--- config.mk ---
export PLATFORM = sky130hd
export DESIGN_NAME = cp0_unit_flat
export DESIGN_NICKNAME = d
export VERILOG_FILES = /design/src/rtl/cp0_unit_pkg.sv /design/src/rtl/cp0_unit_if.sv /design/src/rtl/cp0_timer.sv /design/src/rtl/cp0_unit.sv /design/src/flat_wrapper.sv
export SDC_FILE = /design/constraint.sdc
export NUM_CORES = 1
export LEC_CHECK = 0
export CAP_MARGIN = 20
export CORE_MARGIN = 4
export CORE_UTILIZATION = 50
export CTS_BUF_LIST = sky130_fd_sc_hd__clkbuf_16
export DETAILED_ROUTE_END_ITERATION = 8
export HOLD_SLACK_MARGIN = 0.05
export PLACE_DENSITY = 0.81
export SYNTH_ARGS = -nofsm -noshare
export SYNTH_HDL_FRONTEND = slang
export SYNTH_SLANG_ARGS = --single-unit
--- constraint.sdc ---
create_clock -name clk -period 3.4 [get_ports clk]
set_clock_uncertainty 0.05 [all_clocks]
set_input_delay 0.68 -clock clk [delete_from_list [all_inputs] [get_ports clk]]
set_output_delay 0.68 -clock clk [all_outputs]
set_load 0.02 [all_outputs]
--- src/rtl/cp0_unit_pkg.sv ---
// Shared CP0 definitions: register numbers, exception codes, commit flag bit
// positions and the exception priority encoder.
package cp0_unit_pkg;

   localparam logic [4:0] CP0_BADVADDR = 5'd8;
   localparam logic [4:0] CP0_COUNT    = 5'd9;
   localparam logic [4:0] CP0_COMPARE  = 5'd11;
   localparam logic [4:0] CP0_STATUS   = 5'd12;
   localparam logic [4:0] CP0_CAUSE    = 5'd13;
   localparam logic [4:0] CP0_EPC      = 5'd14;

   localparam logic [4:0] EXC_INT  = 5'h00;
   localparam logic [4:0] EXC_ADEL = 5'h04;
   localparam logic [4:0] EXC_ADES = 5'h05;
   localparam logic [4:0] EXC_SYS  = 5'h08;
   localparam logic [4:0] EXC_BP   = 5'h09;
   localparam logic [4:0] EXC_RI   = 5'h0a;
   localparam logic [4:0] EXC_OV   = 5'h0c;

   localparam int EXB_ADEL_F = 6;
   localparam int EXB_RI     = 5;
   localparam int EXB_OV     = 4;
   localparam int EXB_SYS    = 3;
   localparam int EXB_BP     = 2;
   localparam int EXB_ADEL_D = 1;
   localparam int EXB_ADES   = 0;

   // BEV is hardwired; it is the only fixed bit in Status.
   localparam logic [31:0] STATUS_BEV = 32'h0040_0000;

   function automatic logic [4:0] exc_code_sel(input logic int_pend, input logic [6:0] exc);
      logic [4:0] code;
      if (int_pend)               code = EXC_INT;
      else if (exc[EXB_ADEL_F])   code = EXC_ADEL;
      else if (exc[EXB_RI])       code = EXC_RI;
      else if (exc[EXB_OV])       code = EXC_OV;
      else if (exc[EXB_SYS])      code = EXC_SYS;
      else if (exc[EXB_BP])       code = EXC_BP;
      else if (exc[EXB_ADEL_D])   code = EXC_ADEL;
      else if (exc[EXB_ADES])     code = EXC_ADES;
      else                        code = EXC_INT;
      return code;
   endfunction

endpackage

--- src/rtl/cp0_unit_if.sv ---
// Commit-point, MTC0/MFC0 and redirect signals between pipeline and CP0.
interface cp0_unit_if;
   logic        cm_valid;
   logic [31:0] cm_pc;
   logic        cm_bd;
   logic [31:0] cm_badvaddr;
   logic [6:0]  cm_exc;
   logic        cm_eret;
   logic        mtc0_we;
   logic [4:0]  mtc0_addr;
   logic [31:0] mtc0_wdata;
   logic [4:0]  mfc0_addr;
   logic [31:0] mfc0_rdata;
   logic        flush;
   logic [31:0] flush_pc;

   modport master (
      output cm_valid, cm_pc, cm_bd, cm_badvaddr, cm_exc, cm_eret,
      output mtc0_we, mtc0_addr, mtc0_wdata, mfc0_addr,
      input  mfc0_rdata, flush, flush_pc
   );

   modport slave (
      input  cm_valid, cm_pc, cm_bd, cm_badvaddr, cm_exc, cm_eret,
      input  mtc0_we, mtc0_addr, mtc0_wdata, mfc0_addr,
      output mfc0_rdata, flush, flush_pc
   );
endinterface

--- src/rtl/cp0_timer.sv ---
// Count/Compare timer. Count advances on every second clock; TI latches one
// cycle after Count equals Compare and is cleared only by a Compare write.
module cp0_timer (
   input  logic        clk,
   input  logic        reset,
   input  logic        count_we,
   input  logic        compare_we,
   input  logic [31:0] wdata,
   output logic [31:0] count,
   output logic [31:0] compare,
   output logic        ti
);

   logic tick;

   // Tick toggle, count increment (a write overrides the tick), compare match latch.
   always_ff @(posedge clk) begin
      if (reset) begin
         tick    <= 1'b0;
         count   <= 32'd0;
         compare <= 32'd0;
         ti      <= 1'b0;
      end else begin
         tick <= ~tick;
         if (count_we)
            count <= wdata;
         else if (tick)
            count <= count + 32'd1;
         if (compare_we) begin
            compare <= wdata;
            ti      <= 1'b0;
         end else if (count == compare) begin
            ti <= 1'b1;
         end
      end
   end

endmodule

--- src/rtl/cp0_unit.sv ---
// CP0 system control: exception/interrupt arbitration at commit, ERET,
// MTC0/MFC0 register file and pipeline redirect.
module cp0_unit
   import cp0_unit_pkg::*;
#(
   parameter logic [31:0] EXC_VECTOR = 32'hBFC00380
) (
   input  logic        clk,
   input  logic        reset,
   input  logic [5:0]  hw_int,
   cp0_unit_if.slave   bus,
   output logic        status_exl,
   output logic [31:0] epc
);

   logic [7:0]  status_im;
   logic        status_ie;
   logic        cause_bd;
   logic [5:0]  cause_ip_hw;
   logic [1:0]  cause_ip_sw;
   logic [4:0]  cause_exc;
   logic [31:0] badvaddr;
   logic [31:0] count;
   logic [31:0] compare;
   logic        ti;

   logic        int_pending;
   logic        exc_take;
   logic        eret_take;
   logic        mtc0_ok;
   logic [4:0]  exc_code;
   logic [31:0] status_val;
   logic [31:0] cause_val;

   cp0_timer u_timer (
      .clk        (clk),
      .reset      (reset),
      .count_we   (mtc0_ok && (bus.mtc0_addr == CP0_COUNT)),
      .compare_we (mtc0_ok && (bus.mtc0_addr == CP0_COMPARE)),
      .wdata      (bus.mtc0_wdata),
      .count      (count),
      .compare    (compare),
      .ti         (ti)
   );

   // Event arbitration and redirect; reset kills any event in the same cycle.
   always_comb begin
      int_pending  = status_ie & ~status_exl & (|({cause_ip_hw, cause_ip_sw} & status_im));
      exc_take     = ~reset & bus.cm_valid & (int_pending | (|bus.cm_exc));
      eret_take    = ~reset & bus.cm_valid & bus.cm_eret & ~exc_take;
      exc_code     = exc_code_sel(int_pending, bus.cm_exc);
      mtc0_ok      = bus.mtc0_we & ~exc_take & ~eret_take;
      bus.flush    = exc_take | eret_take;
      bus.flush_pc = exc_take ? EXC_VECTOR : epc;
   end

   // Register read mux (pre-edge state, no write bypass).
   always_comb begin
      status_val = STATUS_BEV | {16'd0, status_im, 6'd0, status_exl, status_ie};
      cause_val  = {cause_bd, ti, 14'd0, cause_ip_hw, cause_ip_sw, 1'b0, cause_exc, 2'b00};
      case (bus.mfc0_addr)
         CP0_BADVADDR: bus.mfc0_rdata = badvaddr;
         CP0_COUNT:    bus.mfc0_rdata = count;
         CP0_COMPARE:  bus.mfc0_rdata = compare;
         CP0_STATUS:   bus.mfc0_rdata = status_val;
         CP0_CAUSE:    bus.mfc0_rdata = cause_val;
         CP0_EPC:      bus.mfc0_rdata = epc;
         default:      bus.mfc0_rdata = 32'd0;
      endcase
   end

   // Status/Cause/EPC/BadVAddr update: exception, then ERET, then MTC0.
   always_ff @(posedge clk) begin
      if (reset) begin
         status_im   <= 8'd0;
         status_exl  <= 1'b0;
         status_ie   <= 1'b0;
         cause_bd    <= 1'b0;
         cause_ip_hw <= 6'd0;
         cause_ip_sw <= 2'd0;
         cause_exc   <= 5'd0;
         epc         <= 32'd0;
         badvaddr    <= 32'd0;
      end else begin
         cause_ip_hw <= {hw_int[5] | ti, hw_int[4:0]};
         if (exc_take) begin
            status_exl <= 1'b1;
            cause_exc  <= exc_code;
            // Nested exceptions keep the original return point.
            if (!status_exl) begin
               epc      <= bus.cm_bd ? bus.cm_pc - 32'd4 : bus.cm_pc;
               cause_bd <= bus.cm_bd;
            end
            if ((exc_code == EXC_ADEL) || (exc_code == EXC_ADES))
               badvaddr <= bus.cm_badvaddr;
         end else if (eret_take) begin
            status_exl <= 1'b0;
         end else if (mtc0_ok) begin
            case (bus.mtc0_addr)
               CP0_STATUS: begin
                  status_im  <= bus.mtc0_wdata[15:8];
                  status_exl <= bus.mtc0_wdata[1];
                  status_ie  <= bus.mtc0_wdata[0];
               end
               CP0_CAUSE: cause_ip_sw <= bus.mtc0_wdata[9:8];
               CP0_EPC:   epc <= bus.mtc0_wdata;
               default:   ;
            endcase
         end
      end
   end

endmodule

--- src/flat_wrapper.sv ---
// flat-port wrapper written by rule: the top's interface ports become plain ports
module cp0_unit_flat import cp0_unit_pkg::*;
#(
   parameter logic [31:0] EXC_VECTOR = 32'hBFC00380
)
  (clk, reset, hw_int, status_exl, epc, bus_cm_valid, bus_cm_pc, bus_cm_bd, bus_cm_badvaddr, bus_cm_exc, bus_cm_eret, bus_mtc0_we, bus_mtc0_addr, bus_mtc0_wdata, bus_mfc0_addr, bus_mfc0_rdata, bus_flush, bus_flush_pc);
  cp0_unit_if bus_i ();
  input  logic clk;
  input  logic reset;
  input  logic [5:0] hw_int;
  output logic status_exl;
  output logic [31:0] epc;
  input wire logic [$bits(bus_i.cm_valid)-1:0] bus_cm_valid;
  input wire logic [$bits(bus_i.cm_pc)-1:0] bus_cm_pc;
  input wire logic [$bits(bus_i.cm_bd)-1:0] bus_cm_bd;
  input wire logic [$bits(bus_i.cm_badvaddr)-1:0] bus_cm_badvaddr;
  input wire logic [$bits(bus_i.cm_exc)-1:0] bus_cm_exc;
  input wire logic [$bits(bus_i.cm_eret)-1:0] bus_cm_eret;
  input wire logic [$bits(bus_i.mtc0_we)-1:0] bus_mtc0_we;
  input wire logic [$bits(bus_i.mtc0_addr)-1:0] bus_mtc0_addr;
  input wire logic [$bits(bus_i.mtc0_wdata)-1:0] bus_mtc0_wdata;
  input wire logic [$bits(bus_i.mfc0_addr)-1:0] bus_mfc0_addr;
  output wire logic [$bits(bus_i.mfc0_rdata)-1:0] bus_mfc0_rdata;
  output wire logic [$bits(bus_i.flush)-1:0] bus_flush;
  output wire logic [$bits(bus_i.flush_pc)-1:0] bus_flush_pc;
  assign bus_i.cm_valid = bus_cm_valid;
  assign bus_i.cm_pc = bus_cm_pc;
  assign bus_i.cm_bd = bus_cm_bd;
  assign bus_i.cm_badvaddr = bus_cm_badvaddr;
  assign bus_i.cm_exc = bus_cm_exc;
  assign bus_i.cm_eret = bus_cm_eret;
  assign bus_i.mtc0_we = bus_mtc0_we;
  assign bus_i.mtc0_addr = bus_mtc0_addr;
  assign bus_i.mtc0_wdata = bus_mtc0_wdata;
  assign bus_i.mfc0_addr = bus_mfc0_addr;
  assign bus_mfc0_rdata = bus_i.mfc0_rdata;
  assign bus_flush = bus_i.flush;
  assign bus_flush_pc = bus_i.flush_pc;
  cp0_unit #(.EXC_VECTOR(EXC_VECTOR)) u_core (.clk(clk), .reset(reset), .hw_int(hw_int), .bus(bus_i), .status_exl(status_exl), .epc(epc));
endmodule
==> out/qor.yml <==
synth_seq_cells: 153
hold_start: "u_core.cause_exc[2]"
ys.flop_type: "dfxtp_1"
synthesis.area_um2: 8840
initial_utilization_pct: 51.1
stdcell_count: 1515
grtUsageMet3_pct: 7.16
cts_buffers: 17
antenna_found_initial: 0
fin_nets: 1404
period_minus_slack_ns: 3.35
grt_pass1_vias: 9263
cp_slowest_stage_delay_ns: 0.48
die_w_um: 141
synth-async-reset-ratio_pct: 0
yosysTopAreaCell: "dfxtp_1"
portBuffers: 222
holdBufCountCts: 0
dp_hpwl_um: 25100
netlist-cell-type-count: 68
synth-edff-count: 0
end_kind: "output port"
holdPathStages: 2
hp-class: "register to register"
final_common_cell: "clkdlybuf4s50_1"
powerDensity_nw_per_um2: 390
tightest_slew_ns: 1.03
n_antenna_cell: 0
grt-ovfl-total: 0
rrSetupSlack_ns: 0.88
fill_cells: 1346
yosys-top-cells-area: "dfxtp_1 35%, xnor2_1 6.9%, a22oi_1 5.3%, mux2i_1 4.0%, a21oi_1 3.5%"
drt_iter0_markers: 1788
syn_inst: 1066
ios: 223
cp_num_buf_inv: 4
chipHeight_um: 141
path_class: "primary input to output port"
wirelength_um: 34300
core.rowCount: 48
peakVddDrop_uv: 358
top_usage_layer: "met2"
cp.required_ns: 2.67
cts_tree: "built"
finalWeightedCongestion: 0.997
multiInputGateArea_um2: 5340
reg2reg_depth: 7
grt.total_usage_pct: 33.1
core_um2: 17300
finalMaxSlewViolations: 0
crit_chain: "clkdlybuf4s50_1 -> or3b_4 -> nor3_4 -> buf_6 -> buf_4 -> a222oi_1 -> nand2_1 -> clkdlybuf4s15_2"
worstReg2RegStart: "u_core.cause_ip_hw[1]"
die_area_um2: 19900
insertion_delay_ns: 0.43
critPathTopFamily: "buffers and inverters"
vias: 9807
drt-pass1-iter-count: 5
postLayoutCoreUtil_pct: 70.1
p_leak_uw: 0.00453
syn_nets: 1193
cts_sinks: 153
status: "completed"
grt_pass1_wl_um: 51900
layout_common_cells: "156 x clkdlybuf4s50_1, 153 x dfxtp_1, 76 x nor2_1, 70 x nand2_1, 70 x xnor2_1"
hold_violations: 0
fmax_ghz: 0.299
max_slew_margin_pct: 31.2
syn-mean-instance-area_um2: 8.29
cp-start-kind: "primary input"
grt_use_met1_pct: 44.4
cpMaxStageDelayCell: "clkdlybuf4s50_1"
tns_ns: 0
met2_usage_pct: 51.8
htreeDepth: 4
syn2layout_area_growth_pct: 37.1
seq_area_frac_synth_pct: 34.7
drc_errors: 0
wl_per_cell_um: 22.6
fin_crit_sh_pct: 98.5
routed_via_density: 6.47
seq_area_um2: 3060
arrival_ns: 2.62
grt_max_degree: 86
maxCapViolCount: 0
worstReg2RegEnd: "u_core.u_timer.count[2]"
dp_cells: 1479
worst_hold_path.endpoint: "u_core.cause_exc[2]"
setup_viol: 0
cts_root_buffer: "clkbuf_16"
ant_nets: 0
hold_ws_ns: 0.443
drive_gt1_share_pct: 13.0
synth_top_area_share_pct: 34.7
crit_path_max_fanout: 8
cts_buffer_depth: 2
yosysWarningCount: 0
cts.clk_slew.worst_paths_ns: 0.06
==> registers in the layout, indices dropped and copies added (netlist names) <==
name / flops
u_core.badvaddr: 32
u_core.cause_bd: 1
u_core.cause_exc: 4
u_core.cause_ip_hw: 6
u_core.cause_ip_sw: 2
u_core.epc: 32
u_core.status_exl: 1
u_core.status_ie: 1
u_core.status_im: 8
u_core.u_timer.compare: 32
u_core.u_timer.count: 32
u_core.u_timer.ti: 1
u_core.u_timer.tick: 1
==> per-stage QoR <==
| stage | setup WS (ns) | total power [uW] | instance area, um2 |
|---|---|---|---|
| detailed placement | -0.367 | 2750 | 11500 |
| global placement | -0.316 | 2740 | 11500 |
| finish | 0.0516 | 4730 | 12100 |
| CTS | 0.000645 | 4710 | 12200 |
| floorplan | 0.287 | 2290 | 8840 |
| global route | -0.000251 | 4860 | 12100 |
==> synth_stat cells, types with 15 or more instances <==
library cell,instances
nor3_1,32
nor2_1,78
xor2_1,18
nand4_1,38
o31ai_1,22
nand2_1,70
xnor2_1,70
buf_2,22
inv_1,19
and2_1,22
a21oi_1,61
clkbuf_1,71
a22oi_1,62
nor4_1,15
nand3_1,54
dfxtp_1,153
mux2i_1,35
o21ai_0,40
o2111ai_1,16
==> power breakdown <==
group          leakage, uW  switching (uW)  internal, uW
logic              0.00299             410           358
registers          0.00124            89.5          1850
clock network     0.000298             785          1230
total              0.00453            1280          3440
==> repair_timing <==
| action | CTS | global route |
|---|---|---|
| pin swaps | 0 | 1 |
| endpoints found under the setup margin | 65 | 59 |
| cloned | 0 | 1 |
| setup buffers | 3 | 0 |
| gates resized for setup | 134 | 17 |
==> worst reg2reg max path, stage by stage (launching register included) <==
cell,delay [ns]
dfxtp_1,0.34
a22o_1,0.26
o41a_1,0.51
buf_4,0.23
a2111o_1,0.46
buf_12,0.19
nor3_1,0.23
a211oi_2,0.07
==> worst max-delay path by stage <==
stage / from / end / slack (ns) / cells past startpoint
2_1_floorplan: bus_cm_exc[3] / bus_flush_pc[15] / 0.29 / 6
5_1_grt: bus_cm_exc[2] / bus_flush_pc[21] / -0.0003 / 7
3_3_place_gp: bus_cm_exc[3] / bus_flush_pc[16] / -0.32 / 7
6_report: bus_mfc0_addr[3] / bus_mfc0_rdata[1] / 0.05 / 8
3_5_place_dp: bus_cm_exc[2] / bus_flush_pc[3] / -0.37 / 7
4_1_cts: bus_mfc0_addr[3] / bus_mfc0_rdata[1] / 0.0006 / 8
==> layout make-up <==
| type | count | share of cell area, % |
|---|---|---|
| repair buffers | 290 | 22.6 |
| clock buffers | 17 | 3.51 |
| multi-input cells | 796 | 44.0 |
| inverters | 19 | 0.588 |
| clock inverters | 15 | 1.65 |
| well taps | 225 | 2.32 |
| flip-flops and latches | 153 | 25.3 |
==> routing by layer <==
metal,wire [um],part of all wire [%],vias up
li1,-,-,4422
met1,13300,39,4576
met2,15500,45,693
met3,4010,12,116
met4,1490,4.3,0
met5,0,0,-
==> cells by family after synthesis <==
kind of cell | count (synthesis) | share of synthesized area [%]
and+or+nand+nor | 369 | 21.7
DFF | 153 | 34.7
adders and majority gates | 2 | 0.283
xor gates and xnor gates | 88 | 8.72
AOI/OAI and AO/OA | 302 | 25.1
buffers and inverters | 117 | 5.54
muxes | 35 | 3.96
Power figures use the tool's default switching activity.
